<file path="config.mk">
export PLATFORM = sky130hd
export DESIGN_NAME = mgt_01_div_sequencer_flat
export DESIGN_NICKNAME = d
export VERILOG_FILES = /design/src/rtl/mgt_01_div_sequencer_pkg.sv /design/src/rtl/mgt_01_div_sequencer_if.sv /design/src/rtl/mgt_01_div_special_case.sv /design/src/rtl/mgt_01_div_sequencer.sv /design/src/flat_wrapper.sv
export SDC_FILE = /design/constraint.sdc
export NUM_CORES = 1
export LEC_CHECK = 0
export BUFFER_PORTS_ARGS = -buffer_cell sky130_fd_sc_hd__buf_2
export CAP_MARGIN = 20
export CORE_UTILIZATION = 43
export DETAILED_ROUTE_END_ITERATION = 6
export HOLD_SLACK_MARGIN = 0.08
export PLACE_DENSITY = 0.75
export SLEW_MARGIN = 30
export SYNTH_ARGS = -nofsm -noshare
export SYNTH_HDL_FRONTEND = slang
export SYNTH_HIERARCHICAL = 1
export SYNTH_SLANG_ARGS = --single-unit
</file>
<file path="constraint.sdc">
create_clock -name clk_i -period 2.38 [get_ports clk_i]
set_input_delay 0.476 -clock clk_i [delete_from_list [all_inputs] [get_ports clk_i]]
set_output_delay 0.476 -clock clk_i [all_outputs]
set_load 0.03 [all_outputs]
</file>
<file path="src/rtl/mgt_01_div_sequencer_pkg.sv">
// rtl/mgt_01_div_sequencer_pkg.sv - shared types and constants for the divide sequencer
package MGT_01_pkg;

    localparam int XLEN        = 32;
    localparam int TAG_W       = 4;
    localparam int RD_W        = 5;
    localparam int DIV_LATENCY = 34;

    localparam logic [XLEN-1:0] INT_MIN = 32'h8000_0000;

    typedef enum logic [1:0] {
        DIV_  = 2'd0,
        DIVU_ = 2'd1,
        REM_  = 2'd2,
        REMU_ = 2'd3
    } div_ops_e;

    typedef enum logic {
        FREE = 1'b0,
        BUSY = 1'b1
    } fu_state_e;

    typedef enum logic [1:0] {
        IDLE    = 2'd0,
        RUN     = 2'd1,
        SPECIAL = 2'd2,
        DONE    = 2'd3
    } seq_state_e;

    function automatic logic is_signed_op(input div_ops_e op);
        return (op == DIV_) || (op == REM_);
    endfunction

    function automatic logic is_quotient_op(input div_ops_e op);
        return (op == DIV_) || (op == DIVU_);
    endfunction

endpackage

</file>
<file path="src/rtl/mgt_01_div_sequencer_if.sv">
// rtl/mgt_01_div_sequencer_if.sv - issue, divider and writeback signal bundle
interface mgt_01_div_sequencer_if;
    import MGT_01_pkg::*;

    // issue side
    logic             issue_valid_i;
    logic             issue_ready_o;
    div_ops_e         issue_op_i;
    logic [XLEN-1:0]  issue_rs1_i;
    logic [XLEN-1:0]  issue_rs2_i;
    logic [TAG_W-1:0] issue_tag_i;
    logic [RD_W-1:0]  issue_rd_i;

    // divider side
    logic [XLEN-1:0]  div_dividend_o;
    logic [XLEN-1:0]  div_divisor_o;
    div_ops_e         div_op_o;
    logic             div_clk_en_o;
    logic [XLEN-1:0]  div_result_i;
    fu_state_e        div_state_i;

    // writeback side
    logic             wb_valid_o;
    logic             wb_ready_i;
    logic [XLEN-1:0]  wb_result_o;
    logic [TAG_W-1:0] wb_tag_o;
    logic [RD_W-1:0]  wb_rd_o;
    logic             wb_dz_o;

    // the sequencer itself
    modport slave (
        input  issue_valid_i, issue_op_i, issue_rs1_i, issue_rs2_i, issue_tag_i, issue_rd_i,
        output issue_ready_o,
        output div_dividend_o, div_divisor_o, div_op_o, div_clk_en_o,
        input  div_result_i, div_state_i,
        output wb_valid_o, wb_result_o, wb_tag_o, wb_rd_o, wb_dz_o,
        input  wb_ready_i
    );

    // the pipeline, divider and writeback around it
    modport master (
        output issue_valid_i, issue_op_i, issue_rs1_i, issue_rs2_i, issue_tag_i, issue_rd_i,
        input  issue_ready_o,
        input  div_dividend_o, div_divisor_o, div_op_o, div_clk_en_o,
        output div_result_i, div_state_i,
        input  wb_valid_o, wb_result_o, wb_tag_o, wb_rd_o, wb_dz_o,
        output wb_ready_i
    );

endinterface

</file>
<file path="src/rtl/mgt_01_div_special_case.sv">
// rtl/mgt_01_div_special_case.sv - detect divide-by-zero / signed overflow and form their result
module mgt_01_div_special_case
    import MGT_01_pkg::*;
(
    input  div_ops_e        i_op,
    input  logic [XLEN-1:0] i_rs1,
    input  logic [XLEN-1:0] i_rs2,
    output logic            o_special,
    output logic [XLEN-1:0] o_result,
    output logic            o_dz
);

    // RISC-V defines both cases without a trap, so they never need the divider
    always_comb begin
        o_special = 1'b0;
        o_result  = '0;
        o_dz      = 1'b0;
        if (i_rs2 == '0) begin
            o_special = 1'b1;
            o_dz      = 1'b1;
            o_result  = is_quotient_op(i_op) ? '1 : i_rs1;
        end else if (is_signed_op(i_op) && (i_rs1 == INT_MIN) && (i_rs2 == '1)) begin
            o_special = 1'b1;
            o_result  = is_quotient_op(i_op) ? i_rs1 : '0;
        end
    end

endmodule

</file>
<file path="src/rtl/mgt_01_div_sequencer.sv">
// rtl/mgt_01_div_sequencer.sv - issue/completion sequencer in front of the iterative divider
module mgt_01_div_sequencer
    import MGT_01_pkg::*;
(
    input  logic                  clk_i,
    input  logic                  rst_n_i,
    input  logic                  flush_i,
    mgt_01_div_sequencer_if.slave bus
);

    localparam int               CNT_W    = $clog2(DIV_LATENCY);
    localparam logic [CNT_W-1:0] CNT_LAST = CNT_W'(DIV_LATENCY - 1);

    seq_state_e       r_state;
    seq_state_e       w_next;
    logic [CNT_W-1:0] r_cnt;

    div_ops_e         r_op;
    logic [XLEN-1:0]  r_rs1;
    logic [XLEN-1:0]  r_rs2;
    logic [TAG_W-1:0] r_tag;
    logic [RD_W-1:0]  r_rd;
    logic [XLEN-1:0]  r_result;
    logic             r_dz;

    logic             w_accept;
    logic             w_capture;
    logic             w_issue_ready;
    logic             w_clk_en;
    logic             w_wb_valid;

    logic             w_special;
    logic [XLEN-1:0]  w_special_result;
    logic             w_special_dz;

    // classification runs on the incoming operands so the branch is known at accept
    mgt_01_div_special_case u_special (
        .i_op      (bus.issue_op_i),
        .i_rs1     (bus.issue_rs1_i),
        .i_rs2     (bus.issue_rs2_i),
        .o_special (w_special),
        .o_result  (w_special_result),
        .o_dz      (w_special_dz)
    );

    // state register
    always_ff @(posedge clk_i or negedge rst_n_i) begin
        if (!rst_n_i) begin
            r_state <= IDLE;
        end else begin
            r_state <= w_next;
        end
    end

    // next state and handshake outputs; flush overrides everything
    always_comb begin
        w_next        = r_state;
        w_issue_ready = 1'b0;
        w_clk_en      = 1'b0;
        w_wb_valid    = 1'b0;
        w_accept      = 1'b0;
        w_capture     = 1'b0;
        case (r_state)
            IDLE: begin
                w_issue_ready = 1'b1;
                if (bus.issue_valid_i) begin
                    w_accept = 1'b1;
                    w_next   = w_special ? SPECIAL : RUN;
                end
            end
            RUN: begin
                w_clk_en = 1'b1;
                if ((r_cnt == CNT_LAST) && (bus.div_state_i == FREE)) begin
                    w_capture = 1'b1;
                    w_next    = DONE;
                end
            end
            SPECIAL: begin
                w_next = DONE;
            end
            DONE: begin
                w_wb_valid    = 1'b1;
                w_issue_ready = bus.wb_ready_i;
                if (bus.wb_ready_i) begin
                    if (bus.issue_valid_i) begin
                        w_accept = 1'b1;
                        w_next   = w_special ? SPECIAL : RUN;
                    end else begin
                        w_next = IDLE;
                    end
                end
            end
            default: w_next = IDLE;
        endcase
        if (flush_i) begin
            w_next        = IDLE;
            w_issue_ready = 1'b0;
            w_clk_en      = 1'b0;
            w_wb_valid    = 1'b0;
            w_accept      = 1'b0;
            w_capture     = 1'b0;
        end
    end

    // latency counter, saturating at the sample point while the divider is still busy
    always_ff @(posedge clk_i or negedge rst_n_i) begin
        if (!rst_n_i) begin
            r_cnt <= '0;
        end else if (w_accept) begin
            r_cnt <= '0;
        end else if ((r_state == RUN) && (r_cnt != CNT_LAST)) begin
            r_cnt <= r_cnt + 1'b1;
        end
    end

    // payload: operands latched on accept, result from special path or divider
    always_ff @(posedge clk_i or negedge rst_n_i) begin
        if (!rst_n_i) begin
            r_op     <= DIV_;
            r_rs1    <= '0;
            r_rs2    <= '0;
            r_tag    <= '0;
            r_rd     <= '0;
            r_result <= '0;
            r_dz     <= 1'b0;
        end else if (w_accept) begin
            r_op  <= bus.issue_op_i;
            r_rs1 <= bus.issue_rs1_i;
            r_rs2 <= bus.issue_rs2_i;
            r_tag <= bus.issue_tag_i;
            r_rd  <= bus.issue_rd_i;
            r_dz  <= w_special_dz;
            if (w_special) begin
                r_result <= w_special_result;
            end
        end else if (w_capture) begin
            r_result <= bus.div_result_i;
        end
    end

    assign bus.issue_ready_o  = w_issue_ready;
    assign bus.div_dividend_o = r_rs1;
    assign bus.div_divisor_o  = r_rs2;
    assign bus.div_op_o       = r_op;
    assign bus.div_clk_en_o   = w_clk_en;
    assign bus.wb_valid_o     = w_wb_valid;
    assign bus.wb_result_o    = r_result;
    assign bus.wb_tag_o       = r_tag;
    assign bus.wb_rd_o        = r_rd;
    assign bus.wb_dz_o        = r_dz;

endmodule

</file>
<file path="src/flat_wrapper.sv">
// flat-port wrapper written by rule: the top's interface ports become plain ports
module mgt_01_div_sequencer_flat import MGT_01_pkg::*;
  (clk_i, rst_n_i, flush_i, bus_issue_valid_i, bus_issue_op_i, bus_issue_rs1_i, bus_issue_rs2_i, bus_issue_tag_i, bus_issue_rd_i, bus_issue_ready_o, bus_div_dividend_o, bus_div_divisor_o, bus_div_op_o, bus_div_clk_en_o, bus_div_result_i, bus_div_state_i, bus_wb_valid_o, bus_wb_result_o, bus_wb_tag_o, bus_wb_rd_o, bus_wb_dz_o, bus_wb_ready_i);
  mgt_01_div_sequencer_if bus_i ();
  input  logic clk_i;
  input  logic rst_n_i;
  input  logic flush_i;
  input wire logic [$bits(bus_i.issue_valid_i)-1:0] bus_issue_valid_i;
  input wire logic [$bits(bus_i.issue_op_i)-1:0] bus_issue_op_i;
  input wire logic [$bits(bus_i.issue_rs1_i)-1:0] bus_issue_rs1_i;
  input wire logic [$bits(bus_i.issue_rs2_i)-1:0] bus_issue_rs2_i;
  input wire logic [$bits(bus_i.issue_tag_i)-1:0] bus_issue_tag_i;
  input wire logic [$bits(bus_i.issue_rd_i)-1:0] bus_issue_rd_i;
  output wire logic [$bits(bus_i.issue_ready_o)-1:0] bus_issue_ready_o;
  output wire logic [$bits(bus_i.div_dividend_o)-1:0] bus_div_dividend_o;
  output wire logic [$bits(bus_i.div_divisor_o)-1:0] bus_div_divisor_o;
  output wire logic [$bits(bus_i.div_op_o)-1:0] bus_div_op_o;
  output wire logic [$bits(bus_i.div_clk_en_o)-1:0] bus_div_clk_en_o;
  input wire logic [$bits(bus_i.div_result_i)-1:0] bus_div_result_i;
  input wire logic [$bits(bus_i.div_state_i)-1:0] bus_div_state_i;
  output wire logic [$bits(bus_i.wb_valid_o)-1:0] bus_wb_valid_o;
  output wire logic [$bits(bus_i.wb_result_o)-1:0] bus_wb_result_o;
  output wire logic [$bits(bus_i.wb_tag_o)-1:0] bus_wb_tag_o;
  output wire logic [$bits(bus_i.wb_rd_o)-1:0] bus_wb_rd_o;
  output wire logic [$bits(bus_i.wb_dz_o)-1:0] bus_wb_dz_o;
  input wire logic [$bits(bus_i.wb_ready_i)-1:0] bus_wb_ready_i;
  assign bus_i.issue_valid_i = bus_issue_valid_i;
  assign bus_i.issue_op_i = bus_issue_op_i;
  assign bus_i.issue_rs1_i = bus_issue_rs1_i;
  assign bus_i.issue_rs2_i = bus_issue_rs2_i;
  assign bus_i.issue_tag_i = bus_issue_tag_i;
  assign bus_i.issue_rd_i = bus_issue_rd_i;
  assign bus_issue_ready_o = bus_i.issue_ready_o;
  assign bus_div_dividend_o = bus_i.div_dividend_o;
  assign bus_div_divisor_o = bus_i.div_divisor_o;
  assign bus_div_op_o = bus_i.div_op_o;
  assign bus_div_clk_en_o = bus_i.div_clk_en_o;
  assign bus_i.div_result_i = bus_div_result_i;
  assign bus_i.div_state_i = bus_div_state_i;
  assign bus_wb_valid_o = bus_i.wb_valid_o;
  assign bus_wb_result_o = bus_i.wb_result_o;
  assign bus_wb_tag_o = bus_i.wb_tag_o;
  assign bus_wb_rd_o = bus_i.wb_rd_o;
  assign bus_wb_dz_o = bus_i.wb_dz_o;
  assign bus_i.wb_ready_i = bus_wb_ready_i;
  mgt_01_div_sequencer u_core (.clk_i(clk_i), .rst_n_i(rst_n_i), .flush_i(flush_i), .bus(bus_i));
endmodule
</file>
; ---- Yosys cells after proc, flatten, opt, wreduce, memory -nomap -nowiden
; Cells that the tools add are included.
; Widths: inputs -> output; s select.
[word_totals]
input_bits = 113
reg_bits = 116
latchBits = 0
ramBits = 0
wordCells = 69
output_inout_bits = 111
mem_count = 0
mem_bits_ro = 0
[op_classes]
muxes = 32
div = 0
reduce_logical = 13
shifts = 0
add_sub_neg = 1
bitwise = 1
magnitude_cmp = 0
n_mul = 0
n_eq_ne = 13
[ops]
columns = operator, n
row1 = $mux 32, 7
row2 = $eq 32x32->1 const B, 2
row3 = $logic_not 32->1, 1
row4 = $mux 1, 14
row5 = $mux 2, 6
row6 = $mux 6, 2
row7 = $pmux 2 s4, 1
row8 = $add 6x1->6 const B, 1
row9 = $eq 2x2->1 const B, 3
row10 = $eq 6x6->1 const B, 1
row11 = $ne 3x3->1 const B, 2
row12 = $ne 6x6->1 const B, 1
row13 = $eq 2x1->1 const B, 2
row14 = $logic_and 1x1->1, 4
row15 = $logic_not 2->1, 2
row16 = $pmux 1 s2, 2
row17 = $reduce_bool 2->1, 2
row18 = $ne 3x2->1 const B, 1
row19 = $reduce_and 3->1, 1
row20 = $logic_or 1x1->1, 2
row21 = $ne 2x2->1 const B, 1
row22 = $reduce_and 2->1, 1
row23 = $not 1->1, 1

; ---- Depth between registers and ports, before layout
[depth]
ltp_word = 11
ltp_mapped = 7
depth_no_buf = 7

; ---- By module
; The synthesis kept the hierarchy.
[by_module_without_submodules]
columns = module, cells_each, n_inst, seq_area_each_um2, area_per_inst_um2
row1 = mgt_01_div_sequencer, 324, 1, 2902.8, 4957.3
row2 = mgt_01_div_special_case, 77, 1, 0.0, 521.8

; ---- Worst setup path after synthesis
; Ideal clock, no wire load.
[synth_path]
kind = input to register
from = input bus_issue_op_i[0]
to = register u_core.r_result[10] (netlist: u_core/bus.wb_result_o[10])
setup_ns = 0.127
path_stages = 7
n_path_buf = 1
required_ns = 2.253
arrival_ns = 2.469
path_slack_ns = -0.217
path_cell_list = or4b_1 or4_1 nor4_2 a21o_2 mux2_4 buf_6 mux2_1
[synth_via]
elab_chain_cells = 8
word_cells_on_any_way = 17
classes_between = eq/ne (3) / mux (8) / reduce/logical (6)
[synth_lines]
columns = item, line
row1 = "start, declared", flat_wrapper.sv:9  ; input wire logic [$bits(bus_i.issue_op_i)-1:0] bus_issue_op_i;
row2 = $eq 2x2->1 / $logic_not 2->1 (equally long branches), mgt_01_div_sequencer_pkg.sv:31  ; return (op == DIV_) || (op == REM_);
row3 = $logic_or 1x1->1 (*), mgt_01_div_sequencer_pkg.sv:31
row4 = $logic_and 1x1->1 (*) (2 in series), mgt_01_div_special_case.sv:22  ; end else if (is_signed_op(i_op) && (i_rs1 == INT_MIN) && (i_rs2 == '1)) begin
row5 = $mux 1 (*), mgt_01_div_special_case.sv:22
row6 = $mux 1 (*), mgt_01_div_special_case.sv:18  ; if (i_rs2 == '0) begin
row7 = via u_core.w_special, mgt_01_div_sequencer.sv:32  ; logic w_special;
row8 = $ne 2x2->1 (no source line) (*), -
row9 = $reduce_and 2->1 (no source line) (*), -
row10 = "end signal, assigned", mgt_01_div_sequencer.sv:134  ; r_result <= w_special_result;
row11 = "end signal, assigned", mgt_01_div_sequencer.sv:137  ; r_result <= bus.div_result_i;
row12 = "end, declared", mgt_01_div_sequencer.sv:23  ; logic [XLEN-1:0] r_result;
; Mark *: on every way through the listed nets, which the timed path passes. The rest lies on a longest branch. The select of a mux whose other input is x is not followed.
; A chain may end at the register's enable or synchronous reset.

; ---- Final worst setup path
[layout_path]
from = input bus_issue_op_i[0]
to = register u_core.r_result[12] (netlist: u_core/bus.wb_result_o[12])
; Same word-level chain as after synthesis.

==> impl_metrics.json <==
{
  "run_status": "finished with violations",
  "violations": "negative setup slack",
  "cp-end-kind": "register",
  "netlist_area_um2": 5479,
  "dieHeight_um": 114.9,
  "wl_met1_um": 6625,
  "cts-root-buf": "clkbuf_16",
  "synthTopCellsByCount": "dfrtp_1 (116), mux2_2 (108), mux2_1 (32), o21a_1 (32), nor4_1 (12)",
  "core_area_um2": 12210,
  "wire_per_inst_um": 18.20,
  "viasPerCell": 5.188,
  "yosysWarnings": 6,
  "maxCapViolCount": 0,
  "fp.dieArea_um2": 13200,
  "syn2layout_area_growth_pct": 43.43,
  "grt_max_degree": 42,
  "powerDensity_nw_per_um2": 1231,
  "vias": 4441,
  "p_leak_nw": 3.898,
  "initial_core_util": 0.4487,
  "grt_setup_unrepaired": "yes",
  "clock_latency_ps": 400,
  "yosysTopAreaCell": "dfrtp_1",
  "synth.most_common_cell": "dfrtp_1",
  "cts_inserted_buffers": 17,
  "crit_type": "input port to register",
  "setup_viol": 32,
  "max_freq_mhz": 410.6,
  "num_rows": 40,
  "antenna_found_initial": 0,
  "cts-htree-levels": 4,
  "cts_tree": "yes",
  "period_minus_slack_ps": 2436,
  "synth-seq-cells": 116,
  "arrival_ps": 2720,
  "ys.flop_type": "dfrtp_1",
  "vdd_drop_max_v": 0.0006535,
  "ys_top_cells_by_area": "dfrtp_1 (53%), mux2_2 (22%), mux2_1 (6.6%)",
  "yosysUniqueCellTypes": 37,
  "layout-drive-gt1-share": 0.6453,
  "grt_remaining_overflow": 0,
  "hold_viol": 0,
  "async_flop_share": 1.000,
  "synth-edff-count": 0,
  "highest_layer": "met4",
  "dr.pass1.iters": 4,
  "min_path_type": "input port to register",
  "synth.top_cell.area_share": 0.5298,
  "tightest_slew_ps": 591.0,
  "cp-start-kind": "input port",
  "required_ps": 2660,
  "final_core_util": 0.6435,
  "grt_pass1_vias": 4631,
  "place_hpwl_um": 11610,
  "dieWidth_um": 114.9,
  "ioPinCount": 224,
  "clock_skew_ps": 8.066,
  "drtIter0Drc": 202,
  "final.period_utilization": 1.023,
  "max-clock-path-buffers": 2,
  "wl_met2_um": 7631,
  "syn-num-nets": 520,
  "wl_um": 15580,
  "final_max_slew_viol_count": 0,
  "grt_usage": 0.2420,
  "portBuffers": 223,
  "finalWeightedCongestion": 0.8215,
  "n_antenna_cell": 0,
  "route.met3.wl_um": 1107,
  "grt_pass1_wl_um": 23810,
  "postSynthAreaPerCell_um2": 13.66,
  "slew_headroom": 0.6060,
  "ant_nets": 0,
  "whs_ps": 303.5,
  "path_clk_slew_ps": 50,
  "drc": 0,
  "ys_seq_area_frac": 0.5298,
  "cts.sinks": 116,
  "worst_slack_ps": -55.52,
  "crit_fanout": 10,
  "nets": 797,
  "syn_inst": 401
}
critical path, stage by stage:
cell,delay [ps]
buf_6,100
or4b_4,520
or4_4,580
nor4_4,180
a21o_2,170
mux2_4,200
clkbuf_16,180
mux2_1,320
cell families after synthesis:
| group | count (synthesis) | share of synthesized area |
|---|---|---|
| mux | 141 | 0.2905 |
| flops | 116 | 0.5298 |
| simple gates | 60 | 0.06897 |
| compound gates | 47 | 0.06257 |
| buf+inv | 28 | 0.02969 |
| fa+ha+maj | 6 | 0.01370 |
| xor+xnor | 3 | 0.004796 |
power breakdown:
part | internal [mW] | switching, mW
logic | 1.64 | 2.54
clock network | 1.55 | 0.803
registers | 2.74 | 0.405
total | 5.93 | 3.75
final timing paths:
kind                       slack [ps]                            end                      start  cells past startpoint
max                               -60     u_core/bus.wb_result_o[12]          bus_issue_op_i[0]                      8
min                               300         u_core/bus.wb_tag_o[0]         bus_issue_tag_i[0]                      2
max reg2reg                        10     u_core/bus.wb_result_o[15]          u_core/r_state[0]                      7
min reg2reg                       480      u_core/bus.wb_result_o[1]  u_core/bus.wb_result_o[1]                      1
max in group asynchronous        1030  u_core/bus.div_dividend_o[25]                    rst_n_i                      3
min in group asynchronous         650   u_core/bus.div_divisor_o[25]                    rst_n_i                      2
state kept, by name, indices dropped and copies added, names as in the netlist:
signal / cells
u_core/bus.wb_rd_o: 5
u_core/r_state: 2
u_core/bus.div_divisor_o: 32
u_core/bus.div_op_o: 2
u_core/bus.wb_dz_o: 1
u_core/bus.div_dividend_o: 32
u_core/r_cnt: 6
u_core/bus.wb_result_o: 32
u_core/bus.wb_tag_o: 4
layout by cell type, fill, tap and decap left out, types with 3 or more instances in the layout:
cell type  synthesis  routed
clkbuf_1           6       3
clkbuf_8           0       5
mux2_1            32       9
mux2_2           108     108
a21oi_1            4       4
buf_4              8      49
nor2b_1            3       3
dfrtp_1          116     116
nor2_1            11      10
inv_1              7       7
o21a_1            32      32
nor4_1            12      11
clkbuf_16          0      18
nand2_1            7       7
nor3_1             3       3
mux2_4             1      24
buf_2              4     220
a211oi_1           4       4
buf_12             0       5
ha_1               6       6
buf_6              3       3
nand4_1           10      10
repair_timing:
| item | in CTS | in global routing |
|---|---|---|
| gates cloned | 0 | 1 |
| setup endpoints to repair | 32 | 71 |
| pin swaps | 0 | 0 |
| endpoints found under the hold margin | 15 | 0 |
| buffers inserted | 1 | 0 |
| gates resized for setup | 16 | 15 |
| hold buffers | 1 | 0 |
per-stage QoR:
stage	total power [mW]	std cells	cell area [um2]	TNS (ps)	setup slack [ps]
6_report	9.673	856	7859	-1127	-55.52
5_1_grt	10.18	856	7859	-2700	-106.9
4_1_cts	9.740	855	7772	-845.6	-55.32
3_5_place_dp	7.316	824	7134	-18170	-576.5
3_3_place_gp	7.179	824	7134	-15160	-478.1
2_1_floorplan	5.999	401	5479	-6657	-216.8
area by class of cell:
type	count	area, um2
clock buffer	25	505.5
clock inverter	4	47.55
fill	997	4353
inverter	7	26.28
multi-input combinational	257	2529
sequential	116	2903
tap	168	210.2
timing repair buffer	279	1638
metal layers:
metal / vias to the layer above / track usage
li1: 2033 / -
met1: 2209 / 0.2916
met2: 181 / 0.4060
met3: 18 / 0.07380
met4: 0 / 0.09610
met5: - / 0
Note: power is estimated with default switching activity, not from simulation.
